==> src/rtl/pipelined_adder.sv <==
// pipelined_adder: DATA_WIDTH-bit adder split into SEGMENTS carry slices, one
// register stage per slice. Define PIPELINED_ADDER_SUB_EN for the sub port.
module pipelined_adder #(
  parameter int DATA_WIDTH = 8,
  parameter int SEGMENTS   = 2
) (
  input  logic                  clk,
  input  logic                  rst_n,
  input  logic                  in_valid,
  output logic                  in_ready,
  input  logic [DATA_WIDTH-1:0] data1,
  input  logic [DATA_WIDTH-1:0] data2,
  input  logic                  carry_in,
`ifdef PIPELINED_ADDER_SUB_EN
  input  logic                  sub,
`endif
  output logic                  out_valid,
  input  logic                  out_ready,
  output logic [DATA_WIDTH:0]   result
);

  localparam int SW = DATA_WIDTH / SEGMENTS;

  if (SEGMENTS < 1 || SEGMENTS > DATA_WIDTH ||
      (DATA_WIDTH % SEGMENTS) != 0) begin : g_bad_cfg
    $error("pipelined_adder: bad DATA_WIDTH/SEGMENTS");
  end

  logic                sub_en;
  logic [SEGMENTS-1:0] vld;
  logic [SEGMENTS-1:0] vld_nxt;
  logic [SEGMENTS:0]   vin;
  logic [SEGMENTS:0]   rdy;

`ifdef PIPELINED_ADDER_SUB_EN
  assign sub_en = sub;
`else
  assign sub_en = 1'b0;
`endif

  assign rdy[SEGMENTS] = out_ready;
  assign vin           = {vld, in_valid};

  for (genvar k = 0; k < SEGMENTS; k++) begin : g_rdy
    assign rdy[k] = !vld[k] || rdy[k+1];
  end

  // An empty stage loads even when downstream stalls, so bubbles collapse.
  always_comb begin
    vld_nxt = vld;
    for (int k = 0; k < SEGMENTS; k++) begin
      if (rdy[k]) vld_nxt[k] = vin[k];
    end
  end

  always_ff @(posedge clk or negedge rst_n) begin
    if (!rst_n) vld <= '0;
    else        vld <= vld_nxt;
  end

  for (genvar k = 0; k < SEGMENTS; k++) begin : g_stg
    localparam int IW = (SEGMENTS - k) * SW;

    logic [IW-1:0]         a_i;
    logic [IW-1:0]         b_i;
    logic                  c_i;
    logic                  co;
    logic [SW-1:0]         s;
    logic [(k+1)*SW-1:0]   sum_d;
    logic [(k+1)*SW-1:0]   sum_q;
    logic                  c_q;

    if (k == 0) begin : g_in
      assign a_i   = data1;
      assign b_i   = data2 ^ {DATA_WIDTH{sub_en}};
      assign c_i   = carry_in | sub_en;
      assign sum_d = s;
    end else begin : g_in
      assign a_i   = g_stg[k-1].g_p.a_q;
      assign b_i   = g_stg[k-1].g_p.b_q;
      assign c_i   = g_stg[k-1].c_q;
      assign sum_d = {s, g_stg[k-1].sum_q};
    end

    assign {co, s} = {1'b0, a_i[SW-1:0]}
                   + {1'b0, b_i[SW-1:0]}
                   + {{SW{1'b0}}, c_i};

    always_ff @(posedge clk or negedge rst_n) begin
      if (!rst_n) begin
        sum_q <= '0;
        c_q   <= 1'b0;
      end else if (rdy[k]) begin
        sum_q <= sum_d;
        c_q   <= co;
      end
    end

    // Operand bits still waiting for their slice ride along with the stage.
    if (IW > SW) begin : g_p
      logic [IW-SW-1:0] a_q;
      logic [IW-SW-1:0] b_q;

      always_ff @(posedge clk or negedge rst_n) begin
        if (!rst_n) begin
          a_q <= '0;
          b_q <= '0;
        end else if (rdy[k]) begin
          a_q <= a_i[IW-1:SW];
          b_q <= b_i[IW-1:SW];
        end
      end
    end
  end

  assign in_ready  = rdy[0];
  assign out_valid = vld[SEGMENTS-1];
  assign result    = {g_stg[SEGMENTS-1].c_q, g_stg[SEGMENTS-1].sum_q};

endmodule

==> config.mk <==
export PLATFORM = sky130hd
export DESIGN_NAME = pipelined_adder
export DESIGN_NICKNAME = d
export VERILOG_FILES = /design/src/rtl/pipelined_adder.sv
export SDC_FILE = /design/constraint.sdc
export NUM_CORES = 1
export LEC_CHECK = 0
export BUFFER_PORTS_ARGS = -buffer_cell sky130_fd_sc_hd__buf_2
export CAP_MARGIN = 20
export CORE_AREA = 10 10 63 65
export DETAILED_ROUTE_END_ITERATION = 8
export DIE_AREA = 0 0 73 75
export PLACE_DENSITY = 0.71
export REMOVE_ABC_BUFFERS = 1
export SYNTH_ARGS = -nofsm -noshare
export SYNTH_HDL_FRONTEND = slang
export SYNTH_SLANG_ARGS = --single-unit
==> constraint.sdc <==
create_clock -name clk -period 1.65 [get_ports clk]
set_clock_uncertainty 0.1 [all_clocks]
set_input_delay 0.33 -clock clk [delete_from_list [all_inputs] [get_ports clk]]
set_output_delay 0.33 -clock clk [all_outputs]
set_load 0.01 [all_outputs]
==> results by stage <==
Status:
- The flow ran to the end, and the final reports show no timing, DRC or antenna violations.

Synth:
- The fraction of the yosys area taken by sequential cells is about half.
- The number of instances in the synthesized netlist is roughly 120.
- The most instantiated flip-flop cell in the synthesis netlist is dfrtp_1.
- The synthesized netlist occupies a cell area of ~1200 um2.
- The async set-or-reset flop fraction in the synthesized netlist is between 90% and 100%.
- The mean instance size in the synthesized netlist is approximately 10 um2.
- Yosys mapped a number of flops with a built-in enable equal to 0.
- The number of different library cells used by synthesis comes to 24.
- The flip-flop and latch count after synthesis is 24.
- The synthesis warning total is 0.

Global routing:
- The first global-routing pass estimated ~4500 um of wire.
- Entering global routing, the biggest net connects 25 pins.
- The sum of overflow across all layers after global routing is 0.
- The initial antenna violation count is 0.
- In the global route stage, overall resource usage came out at between 10% and 20%.
- The number of global-route vias before repair is roughly 1,000.

Floorplanning:
- The floorplan step set the die width to 73 um.
- The starting density of the core is ~44%.
- The initialized floorplan defines 19 standard-cell rows.
- After floorplanning, the core was sized to cover about 2700 um2.
- The die outline height is between 70 and 80 um.
- 32 I/O pins were placed.
- The floorplan step defined a die boundary enclosing 5480 um2.

Detailed routing:
- The post-route antenna net violation count is 0.
- The first-pass iteration count of the detailed router is 4.
- For this run, design rule violations remaining after detail routing come to 0.
- For this block, the via count after detailed routing is 865.
- Wires add up to roughly 2500 um.
- In the final routed layout, each cell accounts on average for approximately 14 um.
- The initial detailed-routing violation count is 40.
- Using the TritonRoute via totals, the vias-per-cell ratio works out to around 4.8.

Setup path:
- STA puts the critical path data required time at between 1500 and 2000 ps.
- In this run the register-to-register setup slack is about 40 ps.
- Walking the worst path, the cells encountered are fa_2, inv_2, fa_2, a21oi_2.
- The critical-path maximum fanout is 2.
- Among the stages of the critical path, the cell type that occurs most often is fa_2.
- The buffering stage count on the worst path with inverters included is 1.
- The critical path is of the flop to flop type.
- STA classifies the critical path endpoint as a flop.
- The slowest stage of the critical path is the dfrtp_1 cell.
- In this design, the stage delay of the slowest critical-path cell is 430 ps.
- The kind of cell with the highest combined delay along the critical path is adder cells.
- The data arrival time of the critical path is 1750 ps.
- STA classifies the critical path startpoint as a flop.

Cells and area:
- Compared with the post-synthesis result, the final layout area differs by 19.2%.
- The layout has around 260 filler cells.
- The number of standard cells in the layout, taps in and fillers out is between 150 and 200.
- At the end of the flow the core is filled with cells to 52.8%.
- Of the cells placed in the final design, the portion with a size suffix greater than 1 is roughly 32%.
- The antenna diode count is 0.
- For this run, the post-layout net count is roughly 180.
- Summing all non-filler instances in the final layout gives an area of 1430 um2.

Worst hold path:
- The worst min-delay path category is input pin to flop.

STA:
- The fmax is between 600 and 700 MHz.
- The worst path needs roughly 1600 ps of the cycle, external delays included.
- Measured against its own limit, the worst slew margin works out to ~64%.
- The total negative slack for setup checks is 0 ps.
- Setup repair after global routing could not meet its margin everywhere.
- The slew at the pin with the worst max-slew slack is 547 ps.
- The final setup violation count is 0.
- The total count of max-transition violations in the final report is 0.
- The ratio of final minimum period to clock period is between 90% and 100%.
- The final hold violation count is 0.

Power:
- The cell area power density is 1010 nW/um2.
- VDD sags by at most about 0.00058 V.
- The static leakage power is 0.729 nW.

Placement:
- The count of buffers added on input and output ports is 31.
- The placed instances occupy a cell area of between 1000 and 1500 um2.
- After legalization and detailed placement, the total HPWL measured ~2000 um.
- The final weighted congestion in routability-driven placement is roughly 0.77.
- Counting tap cells, the placed design contains a total of 177 instances.

Clock network:
- The buffer depth of the longest clock path is 2.
- The root cell of the clock tree is clkbuf_4.
- The clock sink count is 24.
- After clock tree synthesis, the clock-pin slew on the worst setup and hold paths is 130 ps.
- The insertion delay to the later sink of the worst-skew pair is 310 ps.
- The number of H-tree levels is 1.
- The TritonCTS clock tree is yes.
- TritonCTS created 3 clock buffers.

Job:
- The tool flagged a number of max-cap violations equal to 0.
==> timing repair <==
item	in CTS	in global routing
hold buffers	1	0
pin swaps	0	1
gates resized for setup	2	3
setup endpoints to repair	3	2
gates cloned	0	0
hold endpoints to repair	24	0
setup buffers	1	0
==> worst register-to-register path, cell delays in order, from the launching register on <==
cell	delay, ps
dfrtp_1	430
fa_2	410
inv_2	70
fa_2	430
a21oi_2	120
==> state kept, by name, summed over array words and instances (netlist names) <==
name / count
g_stg.c_q: 2
g_stg.g_p.a_q: 4
g_stg.g_p.b_q: 4
g_stg.sum_q: 12
vld: 2
==> per-stage QoR <==
step           hold slack [ps]  total power, W  setup WS (ps)
2_1_floorplan            -65.6         0.00101           85.0
3_3_place_gp               235         0.00118           6.46
3_5_place_dp               246         0.00120          -17.7
4_1_cts                   94.2         0.00146           27.8
5_1_grt                   97.9         0.00157          -25.8
6_report                   105         0.00144           39.9
==> placed cells by master (no fill, tap or decap) <==
master / n
a211oi_1: 1
a21oi_1: 7
a21oi_2: 1
and3b_1: 1
and4_1: 1
buf_2: 31
buf_4: 5
clkbuf_4: 3
dfrtp_1: 24
dlygate4sd3_1: 1
fa_1: 2
fa_2: 2
ha_1: 6
inv_1: 8
inv_2: 2
mux2_2: 5
mux2i_1: 1
nand2_1: 23
nand2b_1: 3
nand3_1: 2
nor2_1: 9
nor2b_1: 4
nor3_1: 1
o2111ai_1: 1
o21ai_0: 3
o21ai_1: 1
or4_1: 1
xor2_1: 2
==> cells by family after synthesis <==
logic type / Yosys count / synth area share (%)
simple gates: 45 / 17.0
flops: 24 / 50.1
buf+inv: 15 / 6.67
compound gates: 14 / 6.36
fa+ha+maj: 10 / 12.9
mux: 6 / 5.53
xor+xnor: 2 / 1.46
==> power breakdown <==
group	total, W	switching [W]	internal, W
clock network	0.000254	0.000169	0.0000851
logic	0.000423	0.000219	0.000205
registers	0.000762	0.0000602	0.000702
==> path summary, 6_finish.rpt <==
kind / from / to / cells past startpoint
min in group asynchronous: rst_n / g_stg[0].g_p.a_q[2] / 2
setup / recovery: g_stg[0].g_p.b_q[0] / g_stg[1].sum_q[5] / 4
hold reg to reg: vld[0] / vld[1] / 1
setup reg to reg: g_stg[0].g_p.b_q[0] / g_stg[1].sum_q[5] / 4
hold / removal: data1[6] / g_stg[0].g_p.a_q[2] / 3
max in group asynchronous: rst_n / vld[0] / 2
==> synth_stat cells (2+ instances only) <==
library cell,number,share of area (%)
ha_1,6,6.3
mux2_2,5,4.7
buf_6,2,1.9
nand3_1,2,0.83
nor2b_1,4,2.1
nor2_1,9,2.8
inv_1,9,2.8
nand2_1,23,7.2
o21ai_0,4,1.7
a21oi_1,8,3.3
dfrtp_1,24,50
xor2_1,2,1.5
buf_4,2,1.3
fa_1,4,6.7
nand2b_1,3,1.6
==> area by class of cell <==
type	instances	area (um2)	area share (%)
Clock buffer	3	22.5	1.57
Sequential cell	24	601	42.0
Timing Repair Buffer	37	203	14.2
Inverter	10	37.5	2.62
Multi-Input combinational cell	77	528	36.9
Tap cell	31	38.8	2.71
==> per-layer routing <==
metal / GRT usage (%) / vias to the layer above / share of wire, %
met5: 0 / - / 0
met1: 12.3 / 395 / 47
met4: 1.90 / 0 / 0
met3: 4.07 / 0 / 7.4
met2: 16.3 / 23 / 46
li1: - / 447 / -
Note: power is estimated with default switching activity, not from simulation.
